<file path="src/rtl/freq_display_scan.sv">
// freq_display_scan: captures four BCD digits on a latch strobe and scans
// them onto a 4-digit common-anode display. Option: FREQ_DISPLAY_LZB_EN.
module freq_display_scan #(
    parameter int REFRESH_DIV = 100000
) (
    input  logic        clk,
    input  logic        reset,
    input  logic        latch,
    input  logic [15:0] bcd_in,
    input  logic        ovf_in,
    output logic [6:0]  seg,
    output logic [3:0]  an,
    output logic        dp
);

    localparam int RW = $clog2(REFRESH_DIV);
    localparam logic [RW-1:0] RC_MAX = RW'(REFRESH_DIV - 1);
    localparam logic [RW-1:0] RC_ONE = RW'(1);

    logic [RW-1:0] rc;
    logic [RW-1:0] rc_next;
    logic [1:0]    idx;
    logic [1:0]    idx_next;
    logic [15:0]   shadow;
    logic          ovf_sh;
    logic          run;
    logic [3:0]    digit;
    logic [6:0]    seg_next;
    logic [3:0]    an_next;
    logic          dp_next;

    function automatic logic [6:0] decode(input logic [3:0] d);
        logic [6:0] s;
        case (d)
            4'd0:    s = 7'b1000000;
            4'd1:    s = 7'b1111001;
            4'd2:    s = 7'b0100100;
            4'd3:    s = 7'b0110000;
            4'd4:    s = 7'b0011001;
            4'd5:    s = 7'b0010010;
            4'd6:    s = 7'b0000010;
            4'd7:    s = 7'b1111000;
            4'd8:    s = 7'b0000000;
            4'd9:    s = 7'b0010000;
            default: s = 7'b0111111;
        endcase
        return s;
    endfunction

`ifdef FREQ_DISPLAY_LZB_EN
    logic [1:0] msd;

    // index of the most significant nonzero digit (0 when all are zero)
    always_comb begin
        msd = 2'd0;
        if (shadow[15:12] != 4'd0)
            msd = 2'd3;
        else if (shadow[11:8] != 4'd0)
            msd = 2'd2;
        else if (shadow[7:4] != 4'd0)
            msd = 2'd1;
    end
`endif

    // next scan position; the first edge out of reset replays slot 0's dead cycle
    always_comb begin
        rc_next  = rc;
        idx_next = idx;
        if (!run) begin
            rc_next  = '0;
            idx_next = 2'd0;
        end else if (rc == RC_MAX) begin
            rc_next  = '0;
            idx_next = idx + 2'd1;
        end else begin
            rc_next = rc + RC_ONE;
        end
    end

    // pick the shadow digit for the slot being entered
    always_comb begin
        case (idx_next)
            2'd0:    digit = shadow[3:0];
            2'd1:    digit = shadow[7:4];
            2'd2:    digit = shadow[11:8];
            default: digit = shadow[15:12];
        endcase
    end

    // output values for the upcoming (rc, idx) state
    always_comb begin
        an_next  = 4'b1111;
        seg_next = 7'b1111111;
        dp_next  = 1'b1;
        if (rc_next != '0) begin
            an_next  = ~(4'b0001 << idx_next);
            seg_next = decode(digit);
            dp_next  = ~ovf_sh;
`ifdef FREQ_DISPLAY_LZB_EN
            if (idx_next > msd)
                seg_next = 7'b1111111;
`endif
        end
    end

    // state and registered outputs
    always_ff @(posedge clk) begin
        if (reset) begin
            rc     <= '0;
            idx    <= 2'd0;
            run    <= 1'b0;
            shadow <= 16'h0000;
            ovf_sh <= 1'b0;
            an     <= 4'b1111;
            seg    <= 7'b1111111;
            dp     <= 1'b1;
        end else begin
            rc  <= rc_next;
            idx <= idx_next;
            run <= 1'b1;
            an  <= an_next;
            seg <= seg_next;
            dp  <= dp_next;
            if (latch) begin
                shadow <= bcd_in;
                ovf_sh <= ovf_in;
            end
        end
    end

endmodule

</file>
<file path="config.mk">
export PLATFORM = sky130hd
export DESIGN_NAME = freq_display_scan
export DESIGN_NICKNAME = d
export VERILOG_FILES = /design/src/rtl/freq_display_scan.sv
export SDC_FILE = /design/constraint.sdc
export NUM_CORES = 1
export LEC_CHECK = 0
export CORE_ASPECT_RATIO = 0.75
export CORE_UTILIZATION = 55
export CTS_CLUSTER_DIAMETER = 150
export CTS_CLUSTER_SIZE = 24
export DETAILED_ROUTE_END_ITERATION = 10
export PLACE_DENSITY = 0.78
export SLEW_MARGIN = 20
export SYNTH_ARGS = -nofsm -noshare
export SYNTH_HDL_FRONTEND = slang
export SYNTH_SLANG_ARGS = --single-unit
</file>
<file path="constraint.sdc">
create_clock -name clk -period 7.61 [get_ports clk]
set_clock_uncertainty 0.05 [all_clocks]
set_input_delay 1.1415 -clock clk [delete_from_list [all_inputs] [get_ports clk]]
set_output_delay 1.1415 -clock clk [all_outputs]
set_load 0.005 [all_outputs]
</file>
==> flow_summary.yaml, run 1 <==
final_layout:
  drive_gt1_share_pct: 6.73
  utilization_pct: 65.0
  seq_area_um2: 981
  n_antenna_cell: 0
  multi_input_area_um2: 1410
  final_cell_count_no_fill: 369
  finish.instance_area_um2: 2920
  fin_nets: 335
  fillers: 365
  area_growth_pct: 12.2
power_and_ir_drop:
  p_int_uw: 402
  p_leak_nw: 1.04
  power.share.clock_pct: 37.3
  ir_drop_mv: 0.110
  power_frac_comb_pct: 10.2
  p_sw_share_pct: 22.5
  seqPwrFrac_pct: 52.5
  power.switching_uw: 117
  power.density_nw_per_um2: 178
detailed_routing:
  drtIter0Drc: 136
  drcViolationCount: 0
  ant_nets: 0
  wire_per_inst_um: 12.9
  drt_first_pass_iters: 4
  routed_wl_mm: 4.75
  vias_per_cell: 5.53
  via_count: 2039
setup_path:
  required_ps: 7700
  path_max_fanout: 15
  endpoint_kind: "flip-flop"
  crit_type: "reg2reg"
  crit_arrival_ps: 3870
  startpoint_type: "flip-flop"
clock_network:
  cts_root_buf: "clkbuf_8"
  clockBufferDepth: 2
  cts.hold.buffers_added: 0
  cts.sinks: 49
  clk_latency_ps: 300
  cts_tree: "built"
  post-cts-setup-buffers: 0
  cts.clk_slew.worst_paths_ps: 90
  h-tree-depth: 2
  ctsResizeCount: 0
  cts_buffers: 5
synthesis:
  synthesis.instances: 296
  yosysMostFrequentCell: "dfxtp_1"
  syn_avg_cell_area_um2: 8.79
  ys_top_cells_by_count: "dfxtp_1 (49), nor2_1 (44), mux2i_1 (30)"
  yosysWarnings: 0
  synth-edff-count: 0
  synth_top_flop_cell: "dfxtp_1"
  synthesis.nets: 320
  synth_cell_types: 45
  async_reset_ff_share_pct: 0
  yosysTopAreaCell: "dfxtp_1"
  syn-cell-area_um2: 2600
  synth_seq_area_share_pct: 37.7
  synth.top_cell.area_share_pct: 37.7
  synthTopCellsByArea: "dfxtp_1 (38%), mux2i_1 (12%), nor2_1 (6.3%)"
  ys_ff_latch: 49
grt:
  grt_pass1_vias: 1635
  overflow: 0
  antenna_found_initial: 0
  grt_pass1_wl_mm: 7.68
  grt_max_degree: 21
  grt_usage_pct: 20.4
placed_design:
  place_area_um2: 2800
  io_buffer_count: 31
  place.gp.congestion: 0.876
  dp_hpwl_mm: 3.41
  dp.cells: 361
sta:
  slew_headroom_pct: 26.3
  tns_ps: 0
  setup_viol_count_final: 0
  rsz0062_at_grt: "false"
  fin_crit_sh_pct: 49.7
  fmax_ghz: 0.264
  hold_viol_final: 0
  finalCriticalPeriod_ps: 3780
  drv_slew: 0
  tightest_slew_ps: 1100
run_status:
  status: "complete, no violations"
die:
  dieArea_um2: 5010
  core_um2: 4490
  chipWidth_um: 81.4
  start_util_pct: 57.9
  io_pins: 32
  row_count: 21
  die_h_um: 61.6
hold_path:
  worstHoldPathType: "reg2reg"
run:
  drv_cap: 0
## worst paths after layout
kind	slack (ps)	start	to	cells past startpoint
min	360	ovf_sh$_SDFFE_PP0P_	dp$_SDFF_PP1_	1
min reg2reg	360	ovf_sh$_SDFFE_PP0P_	dp$_SDFF_PP1_	1
max	3830	rc[11]$_SDFF_PP0_	seg[3]$_SDFF_PP1_	7
max reg2reg	3830	rc[11]$_SDFF_PP0_	seg[3]$_SDFF_PP1_	7
## registers in the layout, summed over array words and instances, names as in the netlist
| register | flops |
|---|---|
| rc | 17 |
| shadow | 16 |
| seg | 7 |
| an | 4 |
| idx | 2 |
| dp | 1 |
| ovf_sh | 1 |
| run | 1 |
## cell families after synthesis
logic type	after synthesis	synth area share, %
xor gates and xnor gates	21	7.07
buffers and inverters	29	7.94
AOI/OAI and AO/OA	29	7.46
and+or+nand+nor	134	26.4
muxes	30	11.5
DFF	49	37.7
adders and majority gates	4	1.92
## cells in the final DEF, fill, tap and decap left out, types with 2 or more instances in the layout
cell type         n
a211oi_1          2
a21oi_1           2
a31oi_1           3
and2_4            2
and3_1            4
clkbuf_8          6
clkdlybuf4s50_1  31
dfxtp_1          49
ha_1              4
inv_1             6
mux2i_1          30
nand2_1          22
nand3_1          24
nand4_1           3
nor2_1           44
nor2b_1           7
nor3_1            9
nor4_1            4
o211ai_1          6
o21ai_0           8
or3_2             2
or4_4             3
xnor2_1          13
xor2_1            8
## area by class of cell
| type | count | share of cell area (%) |
|---|---|---|
| multi-input cells | 218 | 48.4 |
| flip-flops and latches | 49 | 33.6 |
| repair buffers | 31 | 10.6 |
| clock buffers | 6 | 2.83 |
| well taps | 57 | 2.44 |
| clock inverters | 2 | 1.29 |
| inverters | 6 | 0.772 |
## stage by stage
step | worst slack [ps] | total power [mW] | hold WS [ps]
after floorplan | 4510 | 0.311 | 307
after global placement | 3950 | 0.329 | 332
after detailed placement | 3850 | 0.331 | 340
after CTS | 3820 | 0.520 | 362
after global routing | 3550 | 0.539 | 375
final | 3830 | 0.518 | 362
## power groups by stage
| stage | Sequential (mW) | Clock, mW | Combinational (mW) |
|---|---|---|---|
| 2_1_floorplan | 0.276 | 0 | 0.0345 |
| 3_3_place_gp | 0.278 | 0 | 0.0508 |
| 3_5_place_dp | 0.278 | 0 | 0.0523 |
| 4_1_cts | 0.272 | 0.196 | 0.0525 |
| 5_1_grt | 0.274 | 0.207 | 0.0584 |
| 6_report | 0.272 | 0.193 | 0.0526 |
## per-layer routing
layer,vias to the layer above,track usage [%],wire (µm)
li1,1056,-,-
met1,923,31.4,2590
met2,51,27.3,1900
met3,9,4.89,203
met4,0,6.38,52
met5,-,0,0
## critical path, cell delays in order (launching register included)
cell	delay, ps
dfxtp_1	390
or4_4	550
nor4_4	970
xnor2_1	330
or3_2	550
a22oi_1	360
mux2i_1	280
o211ai_1	120
No activity file was read; power rests on OpenSTA's default activity.
==> run 2: changes to the inputs <==
--- a/config.mk
+++ b/config.mk
@@ -6,11 +6,11 @@
 export NUM_CORES = 1
 export LEC_CHECK = 0
 export CORE_ASPECT_RATIO = 0.75
-export CORE_UTILIZATION = 55
+export CORE_UTILIZATION = 50
 export CTS_CLUSTER_DIAMETER = 150
 export CTS_CLUSTER_SIZE = 24
 export DETAILED_ROUTE_END_ITERATION = 10
-export PLACE_DENSITY = 0.78
+export PLACE_DENSITY = 0.75
 export SLEW_MARGIN = 20
 export SYNTH_ARGS = -nofsm -noshare
 export SYNTH_HDL_FRONTEND = slang
==> constraint.sdc (replaced) <==
create_clock -name clk -period 3.4 [get_ports clk]
set_clock_uncertainty 0.05 [all_clocks]
set_input_delay 0.51 -clock clk [delete_from_list [all_inputs] [get_ports clk]]
set_output_delay 0.51 -clock clk [all_outputs]
set_load 0.005 [all_outputs]
==> run 2 against run 1 <==
Non-clock buffer count grew 3. Cell count rose by 1.6%. Count of clock-buffer cells in the layout down 1. Via count grew 0.83%. Combinational power up 130%. Register-to-register slack worse by 3600 ps. Largest cell class unchanged. Worst hold slack lost 20 ps. Design area is the same. Core utilization down 6.1 points. Worst setup slack worse by 3600 ps.
==> flow_summary.yaml, run 2 (synthesized netlist as in run 1, its figures left out) <==
run_status:
  status: "complete, no violations"
clock_network:
  cts_buffers: 5
  clk_latency_ps: 300
  h-tree-depth: 2
  cts.sinks: 49
  clockBufferDepth: 2
  cts.hold.buffers_added: 0
  cts_tree: "built"
  cts_root_buf: "clkbuf_8"
  cts.clk_slew.worst_paths_ps: 80
placed_design:
  io_buffer_count: 31
  dp_hpwl_mm: 3.60
  place.gp.congestion: 0.920
  dp.cells: 367
die:
  start_util_pct: 52.5
  dieArea_um2: 5500
  core_um2: 4950
  io_pins: 32
  row_count: 22
  chipWidth_um: 85.3
  die_h_um: 64.5
final_layout:
  fillers: 466
  final_cell_mix: "dfxtp_1 (49), nor2_1 (44), clkdlybuf4s50_1 (31), mux2i_1 (30), nand3_1 (24)"
  utilization_pct: 58.9
  drive_gt1_share_pct: 8.25
  top_register: "rc"
  multi_input_area_um2: 1420
  seq_area_um2: 981
  n_antenna_cell: 0
  fin_nets: 338
  final_cell_count_no_fill: 375
  largest_register_ffs: 17
  area_growth_pct: 12.2
  reg_top3: "rc x17, shadow x16, seg x7"
  layout_commonest_cell: "dfxtp_1"
power_and_ir_drop:
  ir_drop_mv: 0.322
  power.switching_uw: 257
  total_power_mw: 1.06
  p_leak_nw: 1.04
  power.density_nw_per_um2: 363
  seqPwrFrac_pct: 57.5
  p_int_uw: 804
  power_frac_comb_pct: 11.4
  power.share.clock_pct: 31.1
  p_sw_share_pct: 24.2
sta:
  drv_slew: 0
  holdWs_ps: 342
  rsz0062_at_grt: "false"
  fmax_ghz: 0.315
  finalCriticalPeriod_ps: 3170
  hold_viol_final: 0
  setup_viol_count_final: 0
  tightest_slew_ps: 966
  fin_crit_sh_pct: 93.3
  tns_ps: 0
  slew_headroom_pct: 35.4
detailed_routing:
  route.met2.wl_mm: 2.09
  drtIter0Drc: 154
  routed_wl_mm: 4.90
  drcViolationCount: 0
  wire_per_inst_um: 13.1
  highest_layer: "met4"
  via_count: 2056
  ant_nets: 0
  wl_met3_um: 192
  met1_length_mm: 2.58
  vias_per_cell: 5.48
  drt_first_pass_iters: 4
grt:
  overflow: 0
  antenna_found_initial: 0
  grt_max_degree: 21
  grt_pass1_vias: 1808
  grt_usage_pct: 19.7
  grt_pass1_wl_mm: 8.59
setup_path:
  startpoint_type: "flip-flop"
  endpoint_kind: "flip-flop"
  worstPathCellList: "or4_4, nor4_4, buf_4, mux2i_1, or4_1, and2_1, inv_1, ha_1, a21oi_1, o21ai_0"
  crit_arrival_ps: 3300
  r2r_slack_ps: 230
  path_max_fanout: 15
  required_ps: 3530
  crit_path_top_delay_cell: "or4_1"
  crit_type: "reg2reg"
  max_stage_delay_ps: 590
  cp_top_family: "simple AND/OR/NAND/NOR gates"
  worst-path-buf-inv: 2
run:
  drv_cap: 0
hold_path:
  worstHoldPathType: "reg2reg"
run 2: changes by cell type in the layout (fill, tap and decap cells not counted), sizes merged:
cell    before  now
buf          0    3
clkinv       0    2
bufinv       1    0
clkbuf       6    5
run 2: metrics by stage:
step | cell area (µm²) | setup WS, ps
6_report | 2920 | 228
5_1_grt | 2920 | 51.8
4_1_cts | 2910 | 240
3_5_place_dp | 2830 | 260
3_3_place_gp | 2830 | 341
2_1_floorplan | 2600 | 299
run 2: power by group through the flow:
stage	clock, mW	sequential, mW	combinational (mW)
final	0.330	0.609	0.121
after floorplan	0	0.618	0.0773
after CTS	0.343	0.609	0.120
after global routing	0.363	0.613	0.134
after global placement	0	0.622	0.116
after detailed placement	0	0.623	0.119
run 2: area by class of cell:
cell class                 instances  share of cell area, %
sequential                        49                   33.6
timing repair buffer              34                   11.4
clock inverter                     3                  0.600
tap                               60                   2.57
multi-input combinational        218                   48.7
clock buffer                       5                   2.36
inverter                           6                  0.772
run 2: worst paths after layout:
kind	from	endpoint	depth (start not counted)
max reg2reg	rc[11]$_SDFF_PP0_	seg[1]$_SDFF_PP1_	10
min reg2reg	ovf_sh$_SDFFE_PP0P_	dp$_SDFF_PP1_	1
max	rc[11]$_SDFF_PP0_	seg[1]$_SDFF_PP1_	10
min	ovf_sh$_SDFFE_PP0P_	dp$_SDFF_PP1_	1
run 2: metal layers:
metal / GRT usage (%) / vias up
li1: - / 1068
met1: 28.6 / 937
met2: 29.3 / 46
met3: 4.33 / 5
met4: 5.42 / 0
met5: 0 / -
run 2: what timing repair did:
| action | CTS | global route |
|---|---|---|
| buffers inserted | 0 | 0 |
| endpoints found under the setup margin | 0 | 1 |
| resized for setup | 0 | 2 |
